<file path="config.mk">
export PLATFORM = sky130hd
export DESIGN_NAME = limp_valve_sequencer
export DESIGN_NICKNAME = d
export VERILOG_FILES = /design/src/rtl/limp_valve_sequencer.sv
export SDC_FILE = /design/constraint.sdc
export NUM_CORES = 1
export LEC_CHECK = 0
export ABC_AREA = 1
export CORE_ASPECT_RATIO = 0.6
export CORE_MARGIN = 2
export CORE_UTILIZATION = 40
export CTS_CLUSTER_DIAMETER = 200
export DETAILED_ROUTE_END_ITERATION = 8
export PLACE_DENSITY = 0.63
export SETUP_SLACK_MARGIN = 0.5
export SLEW_MARGIN = 10
export SYNTH_ARGS = -nofsm -noshare
export SYNTH_HDL_FRONTEND = slang
export SYNTH_SLANG_ARGS = --single-unit
</file>
<file path="constraint.sdc">
create_clock -name clock -period 5.5 [get_ports clock]
set_clock_uncertainty 0.15 [all_clocks]
set_input_delay 0.825 -clock clock [delete_from_list [all_inputs] [get_ports clock]]
set_output_delay 0.825 -clock clock [all_outputs]
set_load 0.01 [all_outputs]
</file>
<file path="src/rtl/limp_valve_sequencer.sv">
// Turns the control FSM's mode code into timed actuator sequences: pulsed dosing (ADB)
// or drain-then-rinse (LIMP). Only one actuator is ever driven because each maps to a single state.
module limp_valve_sequencer #(
  parameter int DOSE_PULSES  = 3,
  parameter int PULSE_ON     = 4,
  parameter int PULSE_OFF    = 2,
  parameter int DRAIN_CYCLES = 8,
  parameter int RINSE_CYCLES = 5,
  parameter int CW           = 8
) (
  input  logic       clock,
  input  logic       reset,
  input  logic [1:0] cmd,
  output logic       pump_adb,
  output logic       valve_drain,
  output logic       valve_fill,
  output logic       busy,
  output logic       done,
  output logic       err
);

  localparam logic [2:0] S_IDLE     = 3'd0;
  localparam logic [2:0] S_DOSE_ON  = 3'd1;
  localparam logic [2:0] S_DOSE_OFF = 3'd2;
  localparam logic [2:0] S_DRAIN    = 3'd3;
  localparam logic [2:0] S_RINSE    = 3'd4;
  localparam logic [2:0] S_DONE     = 3'd5;

  localparam logic [1:0] CMD_NADA = 2'b00;
  localparam logic [1:0] CMD_ADB  = 2'b01;
  localparam logic [1:0] CMD_LIMP = 2'b10;
  localparam logic [1:0] CMD_BAD  = 2'b11;

  localparam logic [CW-1:0] ON_LOAD    = CW'(PULSE_ON - 1);
  localparam logic [CW-1:0] OFF_LOAD   = CW'(PULSE_OFF - 1);
  localparam logic [CW-1:0] PULSE_LOAD = CW'(DOSE_PULSES - 1);
  localparam logic [CW-1:0] DRAIN_LOAD = CW'(DRAIN_CYCLES - 1);
  localparam logic [CW-1:0] RINSE_LOAD = CW'(RINSE_CYCLES - 1);

  logic [2:0]    state_reg, state_next;
  logic [1:0]    active_reg, active_next;
  logic [1:0]    last_reg, last_next;
  logic [CW-1:0] cnt_reg, cnt_next;
  logic [CW-1:0] pc_reg, pc_next;
  logic          aborting;

  // Any change of the sampled code while busy (including NADA or invalid) abandons the sequence.
  assign aborting = (cmd != active_reg);

  always_comb begin
    state_next  = state_reg;
    active_next = active_reg;
    last_next   = last_reg;
    cnt_next    = cnt_reg;
    pc_next     = pc_reg;
    case (state_reg)
      S_IDLE: begin
        if (cmd == CMD_ADB && last_reg != CMD_ADB) begin
          state_next  = S_DOSE_ON;
          cnt_next    = ON_LOAD;
          pc_next     = PULSE_LOAD;
          active_next = CMD_ADB;
        end else if (cmd == CMD_LIMP && last_reg != CMD_LIMP) begin
          state_next  = S_DRAIN;
          cnt_next    = DRAIN_LOAD;
          active_next = CMD_LIMP;
        end else if (cmd == CMD_NADA) begin
          last_next = CMD_NADA;
        end
      end
      S_DOSE_ON: begin
        if (aborting) begin
          state_next = S_IDLE;
          cnt_next   = '0;
          pc_next    = '0;
        end else if (cnt_reg == '0) begin
          if (pc_reg == '0) begin
            state_next = S_DONE;
          end else begin
            state_next = S_DOSE_OFF;
            cnt_next   = OFF_LOAD;
          end
        end else begin
          cnt_next = cnt_reg - 1'b1;
        end
      end
      S_DOSE_OFF: begin
        if (aborting) begin
          state_next = S_IDLE;
          cnt_next   = '0;
          pc_next    = '0;
        end else if (cnt_reg == '0) begin
          state_next = S_DOSE_ON;
          cnt_next   = ON_LOAD;
          pc_next    = pc_reg - 1'b1;
        end else begin
          cnt_next = cnt_reg - 1'b1;
        end
      end
      S_DRAIN: begin
        if (aborting) begin
          state_next = S_IDLE;
          cnt_next   = '0;
        end else if (cnt_reg == '0) begin
          state_next = S_RINSE;
          cnt_next   = RINSE_LOAD;
        end else begin
          cnt_next = cnt_reg - 1'b1;
        end
      end
      S_RINSE: begin
        if (aborting) begin
          state_next = S_IDLE;
          cnt_next   = '0;
        end else if (cnt_reg == '0) begin
          state_next = S_DONE;
        end else begin
          cnt_next = cnt_reg - 1'b1;
        end
      end
      S_DONE: begin
        state_next = S_IDLE;
        last_next  = active_reg;
        cnt_next   = '0;
        pc_next    = '0;
      end
      default: begin
        state_next = S_IDLE;
        cnt_next   = '0;
        pc_next    = '0;
      end
    endcase
  end

  // Outputs are decoded from the next state so the entering edge already drives them.
  always_ff @(posedge clock) begin
    if (!reset) begin
      state_reg   <= S_IDLE;
      active_reg  <= CMD_NADA;
      last_reg    <= CMD_NADA;
      cnt_reg     <= '0;
      pc_reg      <= '0;
      pump_adb    <= 1'b0;
      valve_drain <= 1'b0;
      valve_fill  <= 1'b0;
      busy        <= 1'b0;
      done        <= 1'b0;
      err         <= 1'b0;
    end else begin
      state_reg   <= state_next;
      active_reg  <= active_next;
      last_reg    <= last_next;
      cnt_reg     <= cnt_next;
      pc_reg      <= pc_next;
      pump_adb    <= (state_next == S_DOSE_ON);
      valve_drain <= (state_next == S_DRAIN);
      valve_fill  <= (state_next == S_RINSE);
      busy        <= (state_next == S_DOSE_ON) || (state_next == S_DOSE_OFF) ||
                     (state_next == S_DRAIN)   || (state_next == S_RINSE);
      done        <= (state_next == S_DONE);
      err         <= (cmd == CMD_BAD);
    end
  end

endmodule

</file>
==> flow_summary.ini <==
[run_status]
status = complete, no violations

[drt]
ant_nets = 0
drc_errors = 0
wl_met3_um = 203
drt_iter0_drc = 133
first_pass_iters = 4
vias = 1748
highest_layer = met4
wl_met2_mm = 1.549
routedLengthMet1_mm = 2.442
avgViaCountPerCell = 4.686
drt_wl_total_mm = 4.234
wl_per_cell_um = 11.35

[synth]
yosys.area.top_type_share_pct = 30.47
avgSynthCellArea_um2 = 6.438
synth_top_family_by_area = simple AND/OR/NAND/NOR gates
async_reset_ff_share_pct = 0
syn-num-nets = 302
yosysTopAreaCell = dfxtp_1
synth_xor_area_share_pct = 4.531
synthCells = 296
muxShareOfSynthArea_pct = 0
ys_top_cells_by_area = dfxtp_1, nand2_1, nor2_1, inv_1, a21oi_1
synth_ff_type = dfxtp_1
synth_area_mm2 = 0.001906
ys_seq_area_share_pct = 30.47
yosysUniqueCellTypes = 34
synth-seq-cells = 29
synth-adder-area-share_pct = 1.313
yosys_warnings = 0
synth-edff-count = 0
synth-compound-area-share_pct = 8.667
yosys.area_share.simple_pct = 44.98

[grt]
grt_pass1_wl_mm = 7.327
antenna_found_initial = 0
grt_overflow = 0
grt_pass1_vias = 1560
track_usage_pct = 17.48
grt_max_degree = 20

[sta]
slew_violations = 0
worst_pin_slew_ps = 541.2
fin_crit_sh_pct = 46.39
max_freq_ghz = 0.3919
setup_viol_count_final = 0
hold_viol = 0
setup_ws_ps = 2949
post-route-min-period_ps = 2551
maxSlewHeadroom_pct = 63.70
final.setup.tns_ps = 0
rsz0062_at_grt = no

[min_path]
hold_path.class = register to register

[clocking]
holdBufCountCts = 0
htreeDepth = 2
cts_made_buffers = 5
clk_pin_slew_worst_paths_ps = 60
post_cts_resized = 0
post_cts_buffers = 0
cts_root_buf = clkbuf_8
clk_path_buf_depth = 2
worstSkewPairLatency_ps = 280
tritoncts = yes
cts_sinks = 29

[power]
p_leak_nw = 1.015
power_density_mw_per_mm2 = 310.8
vdd_ir_drop_max_mv = 0.1825

[critical_path]
cpMaxStageDelayCell = clkdlybuf4s50_1
cpPeakStageDelay_ps = 510
cp_top_family = simple AND/OR/NAND/NOR gates
cp_cell_sequence = clkdlybuf4s50_1 > xnor2_2 > nand2_2 > nor2_2 > nand2_1 > nand2_1 > inv_1 > nand2_1 > nand2_1 > inv_1 > nand2_1 > nand2_1
start_kind = primary input
cp_common_cell = nand2_1
cp_max_fo = 15
cp_num_buf_inv = 3
end_kind = register
worst_ep_arrival_time_ps = 2640
criticalPathCategory = primary input to register
cp.required_ps = 5580

[floorplanning]
rows = 19
start_util_pct = 41.53
die_x_um = 93.11
die-area_mm2 = 0.005350
ios = 10
die_h_um = 57.47
fp.coreArea_mm2 = 0.004588

[placement]
portBuffers = 9
gp_congestion = 0.9053
place_ws_ps = 2676
hpwl_mm = 3.260

[layout]
diodes = 0
fin_nets = 315
seqCellArea_um2 = 580.6
layout-drive-gt1-share_pct = 14.19
final_common_cell = nand2_1
mostFrequentLayoutCells = nand2_1, nor2_1, inv_1, dfxtp_1
area_growth_pct = 14.45
multi_input_area_mm2 = 0.001134
num-fill-cells = 464

[run]
cap_violations = 0
-- tightest hold or removal path: stages, from the launching register on --
cell and delay [ps]:
dfxtp_1 310, nand2_1 60, a21oi_1 50
-- where the power goes --
part	switching [mW]	internal, mW	leakage (nW)	total, mW
registers	0.0139	0.225	0.237	0.239
logic	0.138	0.0707	0.721	0.209
clock network	0.0834	0.147	0.0574	0.231
-- layer usage --
layer / vias up / GRT usage [%]
li1: 959 / -
met1: 744 / 27.34
met5: - / 0
met2: 41 / 22.88
met4: 0 / 5.042
met3: 4 / 4.888
-- worst paths after layout --
kind	to	start	slack, ps	depth (start not counted)
setup / recovery	busy	cmd[0]	2950	12
hold / removal	pc_reg[0]	pc_reg[0]	310	2
setup reg to reg	busy	cnt_reg[0]	3470	14
hold reg to reg	pc_reg[0]	pc_reg[0]	310	2
-- Yosys cell counts, types with 2 or more instances --
library cell and number:
nor2_1 36, xor2_1 7, nand2_1 82, ha_1 2
dfxtp_1 29, inv_4 2, buf_2 2, nor2_2 6
nor3_1 8, nand3_1 22, inv_1 34, nor2_4 2
inv_2 9, nand4_1 6, nor2_8 3, nand2_2 6
o21ai_0 2, a21oi_1 22
-- metrics by stage --
stage	power (mW)	utilization, %	cell area [µm²]	hold slack, ps	std cells
after floorplan	0.4061	-	1906	284.4	296
after global routing	0.7238	47.53	2181	333.8	373
after global placement	0.4521	44.91	2061	302.0	365
final	0.6778	47.53	2181	311.7	373
after CTS	0.6844	47.53	2181	315.7	373
after detailed placement	0.4498	44.91	2061	305.6	365
-- cell families after synthesis --
group	after synthesis
AO/OA/AOI/OAI	30
adder cells (fa/ha/maj)	2
buffers and inverters	49
AND/OR/NAND/NOR	177
XOR/XNOR	9
flip-flops	29
-- layout make-up --
type,instances,share of cell area (%)
Clock inverter,2,1.721
Multi-Input combinational cell,218,51.98
Timing Repair Buffer,9,4.131
Tap cell,63,3.614
Inverter,46,8.147
Clock buffer,6,3.787
Sequential cell,29,26.62
Power figures use the tool's default switching activity.
